File: src/rtl/rom_fetch_responder_pkg.sv
// Shared definitions for the fetch-bus responders: machine-cycle slots,
// tracker state encoding and bus nibble width.
package rom_fetch_responder_pkg;
  localparam int NIB_W = 4;

  localparam logic [2:0] CY_A1 = 3'd0;
  localparam logic [2:0] CY_A2 = 3'd1;
  localparam logic [2:0] CY_A3 = 3'd2;
  localparam logic [2:0] CY_M1 = 3'd3;
  localparam logic [2:0] CY_M2 = 3'd4;
  localparam logic [2:0] CY_X1 = 3'd5;
  localparam logic [2:0] CY_X2 = 3'd6;
  localparam logic [2:0] CY_X3 = 3'd7;

  typedef enum logic {
    ST_IDLE = 1'b0,
    ST_RUN  = 1'b1
  } fetch_state_e;
endpackage

File: src/rtl/rom_fetch_responder_tracker.sv
// Sync-driven machine-cycle tracker: IDLE/RUN FSM, 8-slot counter and
// a one-clock error pulse when sync arrives outside X3.
module fetch_cycle_tracker
  import rom_fetch_responder_pkg::*;
(
  input  logic       clk,
  input  logic       rst,
  input  logic       sync,
  output logic [2:0] cycle,
  output logic       run,
  output logic       syncErr
);

  fetch_state_e state_q, state_d;
  logic [2:0]   cycle_q, cycle_d;
  logic         err_d;

  always_ff @(posedge clk or posedge rst) begin
    if (rst) begin
      state_q <= ST_IDLE;
      cycle_q <= CY_A1;
      syncErr <= 1'b0;
    end else begin
      state_q <= state_d;
      cycle_q <= cycle_d;
      syncErr <= err_d;
    end
  end

  always_comb begin
    state_d = state_q;
    cycle_d = cycle_q;
    err_d   = 1'b0;
    case (state_q)
      ST_IDLE: begin
        if (sync) begin
          state_d = ST_RUN;
          cycle_d = CY_A1;
        end
      end
      ST_RUN: begin
        if (sync) begin
          cycle_d = CY_A1;
          err_d   = (cycle_q != CY_X3);
        end else begin
          cycle_d = cycle_q + 3'd1;
        end
      end
      default: state_d = ST_IDLE;
    endcase
  end

  assign cycle = cycle_q;
  assign run   = (state_q == ST_RUN);

endmodule

File: src/rtl/rom_fetch_responder.sv
// ROM-side instruction-fetch responder: latches the 12-bit address over
// A1..A3 and returns the addressed opcode byte as two nibbles in M1/M2.
module rom_fetch_responder
  import rom_fetch_responder_pkg::*;
#(
  parameter logic [NIB_W-1:0] CHIP_ID = 4'h0,
  parameter int               MEM_AW  = 8
) (
  input  logic              clk,
  input  logic              rst,
  input  logic              sync,
  input  logic [NIB_W-1:0]  busIn,
  output logic [NIB_W-1:0]  busOut,
  output logic              busOe,
  output logic [MEM_AW-1:0] memAddr,
  input  logic [7:0]        memData,
  output logic [2:0]        cycleOut,
  output logic              selected,
  output logic              fetchDone,
  output logic              syncErr
);

  logic [2:0]       cycle;
  logic             run;
  logic [NIB_W-1:0] aLow, aMid;

  fetch_cycle_tracker u_trk (
    .clk     (clk),
    .rst     (rst),
    .sync    (sync),
    .cycle   (cycle),
    .run     (run),
    .syncErr (syncErr)
  );

  always_ff @(posedge clk or posedge rst) begin
    if (rst) begin
      aLow      <= '0;
      aMid      <= '0;
      memAddr   <= '0;
      selected  <= 1'b0;
      fetchDone <= 1'b0;
    end else begin
      // Marks X1 of a fetch whose data phase completed without a resync.
      fetchDone <= run && selected && (cycle == CY_M2) && !sync;
      if (run) begin
        if (sync) begin
          selected <= 1'b0;
        end else begin
          case (cycle)
            CY_A1: aLow <= busIn;
            CY_A2: aMid <= busIn;
            CY_A3: begin
              memAddr  <= {aMid, aLow};
              selected <= (busIn == CHIP_ID);
            end
            CY_X3:   selected <= 1'b0;
            default: ;
          endcase
        end
      end
    end
  end

  always_comb begin
    busOut = '0;
    if (cycle == CY_M1)      busOut = memData[7:4];
    else if (cycle == CY_M2) busOut = memData[3:0];
  end

  assign busOe    = run && selected && ((cycle == CY_M1) || (cycle == CY_M2));
  assign cycleOut = cycle;

endmodule

File: config.mk
export PLATFORM = sky130hd
export DESIGN_NAME = rom_fetch_responder
export DESIGN_NICKNAME = d
export VERILOG_FILES = /design/src/rtl/rom_fetch_responder_pkg.sv /design/src/rtl/rom_fetch_responder_tracker.sv /design/src/rtl/rom_fetch_responder.sv
export SDC_FILE = /design/constraint.sdc
export NUM_CORES = 1
export LEC_CHECK = 0
export ABC_AREA = 1
export CAP_MARGIN = 30
export CORE_UTILIZATION = 34
export CTS_CLUSTER_DIAMETER = 100
export DETAILED_ROUTE_END_ITERATION = 12
export GPL_TIMING_DRIVEN = 0
export PLACE_DENSITY_LB_ADDON = 0.2
export SYNTH_ARGS = -nofsm -noshare
export SYNTH_HDL_FRONTEND = slang
export SYNTH_HIERARCHICAL = 1
export SYNTH_SLANG_ARGS = --single-unit
File: constraint.sdc
create_clock -name clk -period 1.2 [get_ports clk]
set_clock_uncertainty 0.1 [all_clocks]
set_input_delay 0.24 -clock clk [delete_from_list [all_inputs] [get_ports clk]]
set_output_delay 0.24 -clock clk [all_outputs]
set_load 0.1 [all_outputs]
# == Word-level counts from Yosys, hierarchy flattened ==
# Index checks and enable logic that the tools add are counted.
# totals
ff_bits,23
inputBits,15
output_inout_bits,19
word_cells,42
# classes
addsub,1
eq_ne,7
n_mux,11
bitwise,2
n_reduce_logical,13
# op_table
cell,n
AND reduction 3 bit,3
2-to-1 mux 4 bit,2
"equality test 3 x 2 -> 1 bit, second input constant",2
"equality test 3 bit, second input constant",2
2-to-1 mux 3 bit,2
one-hot mux 3 bit (2 select lines),1
2-to-1 mux 1 bit,5
logical AND 1 bit,4
logical NOT 4 bit,1
"adder 3 x 1 -> 3 bit, second input constant",1
"equality test 3 x 1 -> 1 bit, second input constant",1
logical NOT 3 bit,1
"!= test 3 bit, second input constant",1
nonzero test 3 bit,1
"!= test 2 bit, second input constant",1
NOT 1 bit,2
one-hot mux 1 bit (2 select lines),1
AND reduction 2 bit,1
logical NOT 1 bit,1
logical OR 1 bit,1

# == Depth between registers and ports, before layout ==
# logic_depth
word_depth,3
ltp_mapped,6
depth_no_buf,6

# == By module ==
# The synthesis kept the hierarchy.
# by_module_without_submodules
module,n_inst,cells_per_inst,area_per_inst_um2,seq_area_each_um2
rom_fetch_responder,1,113,868.3,450.4
fetch_cycle_tracker,1,23,215.2,125.1

# == Least setup slack after synthesis ==
# Ideal clock, no wire load.
# synth_timing
path_kind,reg-to-output
start,"register u_trk.cycle_q[1], in the netlist u_trk/cycle[1]"
end,output busOut[0]
arrival_time_ps,3517
t_required_ps,860
slack_ps,-2657
path_stages_with_launch,3
n_path_buf,0
path_cell_list,dfrtp_1 nand3_1 o21ai_0
# synth_via
elab_chain_len,3
word_cells_on_any_way,4
classes_between,eq/ne (2); mux (2)
# synth_lines
item,line,source
"start, declared",rom_fetch_responder_tracker.sv:15,"logic [2:0] cycle_q, cycle_d;"
"start signal, assigned",rom_fetch_responder_tracker.sv:25,cycle_q <= cycle_d;
equality test 3 bit,rom_fetch_responder.sv:68,else if (cycle == CY_M2) busOut = memData[3:0];
2-to-1 mux 4 bit,rom_fetch_responder.sv:68,
2-to-1 mux 4 bit *,rom_fetch_responder.sv:67,if (cycle == CY_M1) busOut = memData[7:4];
"end, declared",rom_fetch_responder.sv:13,"output logic [NIB_W-1:0] busOut,"
# Mark *: on every way between the ends. The rest lies on a longest branch, timed or not.

# == Worst setup path after layout ==
# layout_timing
start,"register u_trk.cycle_q[0], in the netlist u_trk/cycle[0]"
end,output busOe
# layout_via
elab_chain_len,3
word_cells_on_any_way,4
classes_between,eq/ne (2); reduce/logical (2)
# layout_lines
item,line,source
equality test 3 x 2 -> 1 bit / equality test 3 bit (equally long branches),rom_fetch_responder.sv:71,assign busOe = run && selected && ((cycle == CY_M1) || (cycle == CY_M2));
logical OR 1 bit *,rom_fetch_responder.sv:71,
logical AND 1 bit *,rom_fetch_responder.sv:71,
"end, declared",rom_fetch_responder.sv:14,"output logic busOe,"
# Marks and branches as above.

==> metrics.csv <==
metric,value,unit
final worst slack,-0.6405,ns
GRT overflow,0,
CORE AREA,3028,um^2
r2r endpoint,u_trk/cycle[2],
clk sink count,23,
Layout area overhead,85.68,%
Switching Fraction,47.99,%
GR Util met2,35.63,%
PwrDens,1774,nW/um^2
Max Fclk,543.3,MHz
routed len/inst,12.27,um
met1 Use GR,19.41,%
Placer Congestion,0.7001,
Slew @ Worst Pin,0.6673,ns
num ports,34,
critical path required time,0.86,ns
global route hottest layer,met2,
Post-DRT Antenna Nets,0,
antenna violations before repair,0,
fin crit share,153.4,%
Worst Reg-to-Reg Cells,7,
P_leak,0.0009348,uW
Storage cell area,601.8,um^2
vias post-DR,1072,
final hold slack,0.02552,ns
die area,3416,um^2
Pins Over Slew Limit,0,
Crit. Startpoint,u_trk/cycle[0],
worst reg2reg setup slack,-0.39,ns
Reg power frac,32.6,%
Post-layout nets,207,
max_cap viols,0,
register bit total from synthesis,23,
first-pass GRT wire length,4629,um
hpwl dp,1823,um
Net Sw Power,1713,uW
share of layout cells above drive strength 1,43.92,%
"Reg clk slew, reported paths",0.13,ns
port bufs,33,
CTS root buffer,clkbuf_4,
Core Rows,20,
status,"complete, but fails checks",
crit path time final,1.840,ns
die span in x,58.45,um
Fin Setup TNS,-8.806,ns
Unique masters post-synth,15,
Cell Count Post-Placement,213,
Post-DP Area,1568,um^2
Via density,4.601,
total length of routed wires,2859,um
Synth Warn #,6,
CP Launch Type,flop,
Fill cells,246,
failing checks,setup timing,
Starting Density,35.79,%
detailed-route DRC error count,0,
Worst EP arrival,1.50,ns
Crit Path Max Fanout,6,
Mapped Area,1084,um^2
multi-input logic area,611.8,um^2
sequential area share after synthesis,53.12,%
H-tree levels,1,
endpoints failing setup,40,
die height,58.45,um
Worst Setup EP,busOe,
Detailed Routing Iterations Pass 1,4,
reg2reg start,u_trk/cycle[0],
worst skew pair latency,0.31,ns
DRT iter0 DRCs,33,
final instance area,2012,um^2
clock buffer depth,2,
cts hold-fix bufs,0,
clock share of power,10.1,%
syn_nets,153,
worst hold path class,in2async,
Slew Limit Headroom,55.46,%
largest net degree at the start of global routing,19,
vias in the first global route,1067,
Post-Syn Instances,136,
final non-filler cell total,233,
average cell area after synthesis,7.967,um^2
ANT cells,0,
unrepaired setup endpoints after global routing,true,
grt met3 use,2.637,%
Hold Fails Final Rpt,0,
CTS tree,done,
Setup WS pre-CTS,-1.303,ns
Int Pwr,1856,uW
crit end category,output port,
Gate power share,57.3,%
GRT Util Overall,18.05,%
Num CTS Buffers,3,
Max IR drop VDD,0.0005806,V
Worst Setup Path Type,reg2out,
[power groups by stage]
| stage | registers, uW | logic, uW | clock network [uW] |
|---|---|---|---|
| 4_1_cts | 1130 | 1840 | 376 |
| 6_report | 1160 | 2050 | 361 |
| 3_5_place_dp | 1130 | 1600 | 0 |
| 2_1_floorplan | 2020 | 315 | 0 |
| 5_1_grt | 1190 | 2140 | 405 |
| 3_3_place_gp | 1110 | 1590 | 0 |
[synthesized netlist by cell type]
master,count,area (um^2)
nor2_1,7,26.28
o21ai_0,4,20.02
nand3_1,12,60.06
nor3_1,1,5.000
ha_1,2,25.02
inv_1,13,48.80
a21oi_1,1,5.000
nand2_1,61,229.0
nand2_4,1,11.26
nand3_2,1,10.01
nor2_2,3,18.77
nand2_2,3,18.77
nor2_4,2,22.52
dfrtp_1,23,575.6
inv_2,2,7.510
[per-layer routing]
layer  vias to the layer above  share of wire (%)
met4                         0               0.66
met1                       509                 38
met5                         -                  0
met2                        40                 56
met3                         2                5.4
li1                        521                  -
[sequential cells by signal, indices dropped and copies added (netlist names)]
name and cells:
aLow 4, aMid 4, fetchDone 1, memAddr 8, selected 1, u_trk/cycle 3
u_trk/run 1, u_trk/syncErr 1
[critical path: stages (launching register included)]
cell	delay [ns]
dfrtp_4	0.55
nor2_4	0.19
nand2_2	0.10
a21oi_4	0.16
buf_12	0.19
[cells in the final DEF (no fill, tap or decap)]
master / count
nand3_4: 2
clkinvlp_4: 1
dfrtp_4: 3
nand2_8: 1
dfrtp_2: 12
nand2_2: 3
clkbuf_4: 3
inv_4: 2
buf_6: 9
nor2_2: 3
buf_8: 1
ha_4: 2
clkdlybuf4s50_1: 14
nand3_1: 7
nor2_4: 4
nand2_1: 59
dfrtp_1: 8
nor3_1: 1
nand2_4: 2
o21ai_4: 4
a21oi_4: 1
buf_4: 9
inv_8: 1
inv_1: 12
nand3_2: 4
buf_12: 16
nor2_1: 5
[metrics by stage]
stage | power (uW) | util, %
floorplan | 2335 | -
global placement | 2702 | 51.78
detailed placement | 2725 | 51.78
CTS | 3343 | 62.98
global route | 3730 | 66.45
finish | 3569 | 66.45
[timing repair]
item,in CTS,in global routing
endpoints found under the setup margin,40,41
resized for setup,173,26
pin swaps,16,15
setup buffers,15,4
hold endpoints to repair,0,0
[kinds of logic (layout without fill, tap and decap cells)]
family / Yosys count / count (layout) / share of synthesized area (%)
buffers and inverters: 15 / 68 / 5.197
AND/OR/NAND/NOR: 91 / 91 / 37.07
adder cells (fa/ha/maj): 2 / 2 / 2.309
AO/OA/AOI/OAI: 5 / 5 / 2.309
flip-flops: 23 / 23 / 53.12
[worst min-delay path by stage]
stage,to,start,cells past startpoint,slack [ns]
global route,u_trk/cycle[0],rst,2,0.03
finish,u_trk/cycle[0],rst,2,0.03
CTS,u_trk/cycle[2],rst,2,0.03
global placement,aLow[0],aLow[0],2,0.36
detailed placement,aLow[0],aLow[0],2,0.36
floorplan,u_trk/run,rst,1,-0.08
[area by class of cell]
type	instances	share of cell area (%)
clock inverters	1	0.3731
well taps	44	2.736
inverters	15	3.420
multi-input cells	98	30.41
flip-flops and latches	23	29.91
repair buffers	49	32.03
clock buffers	3	1.119
Note: power is estimated with default switching activity, not from simulation.
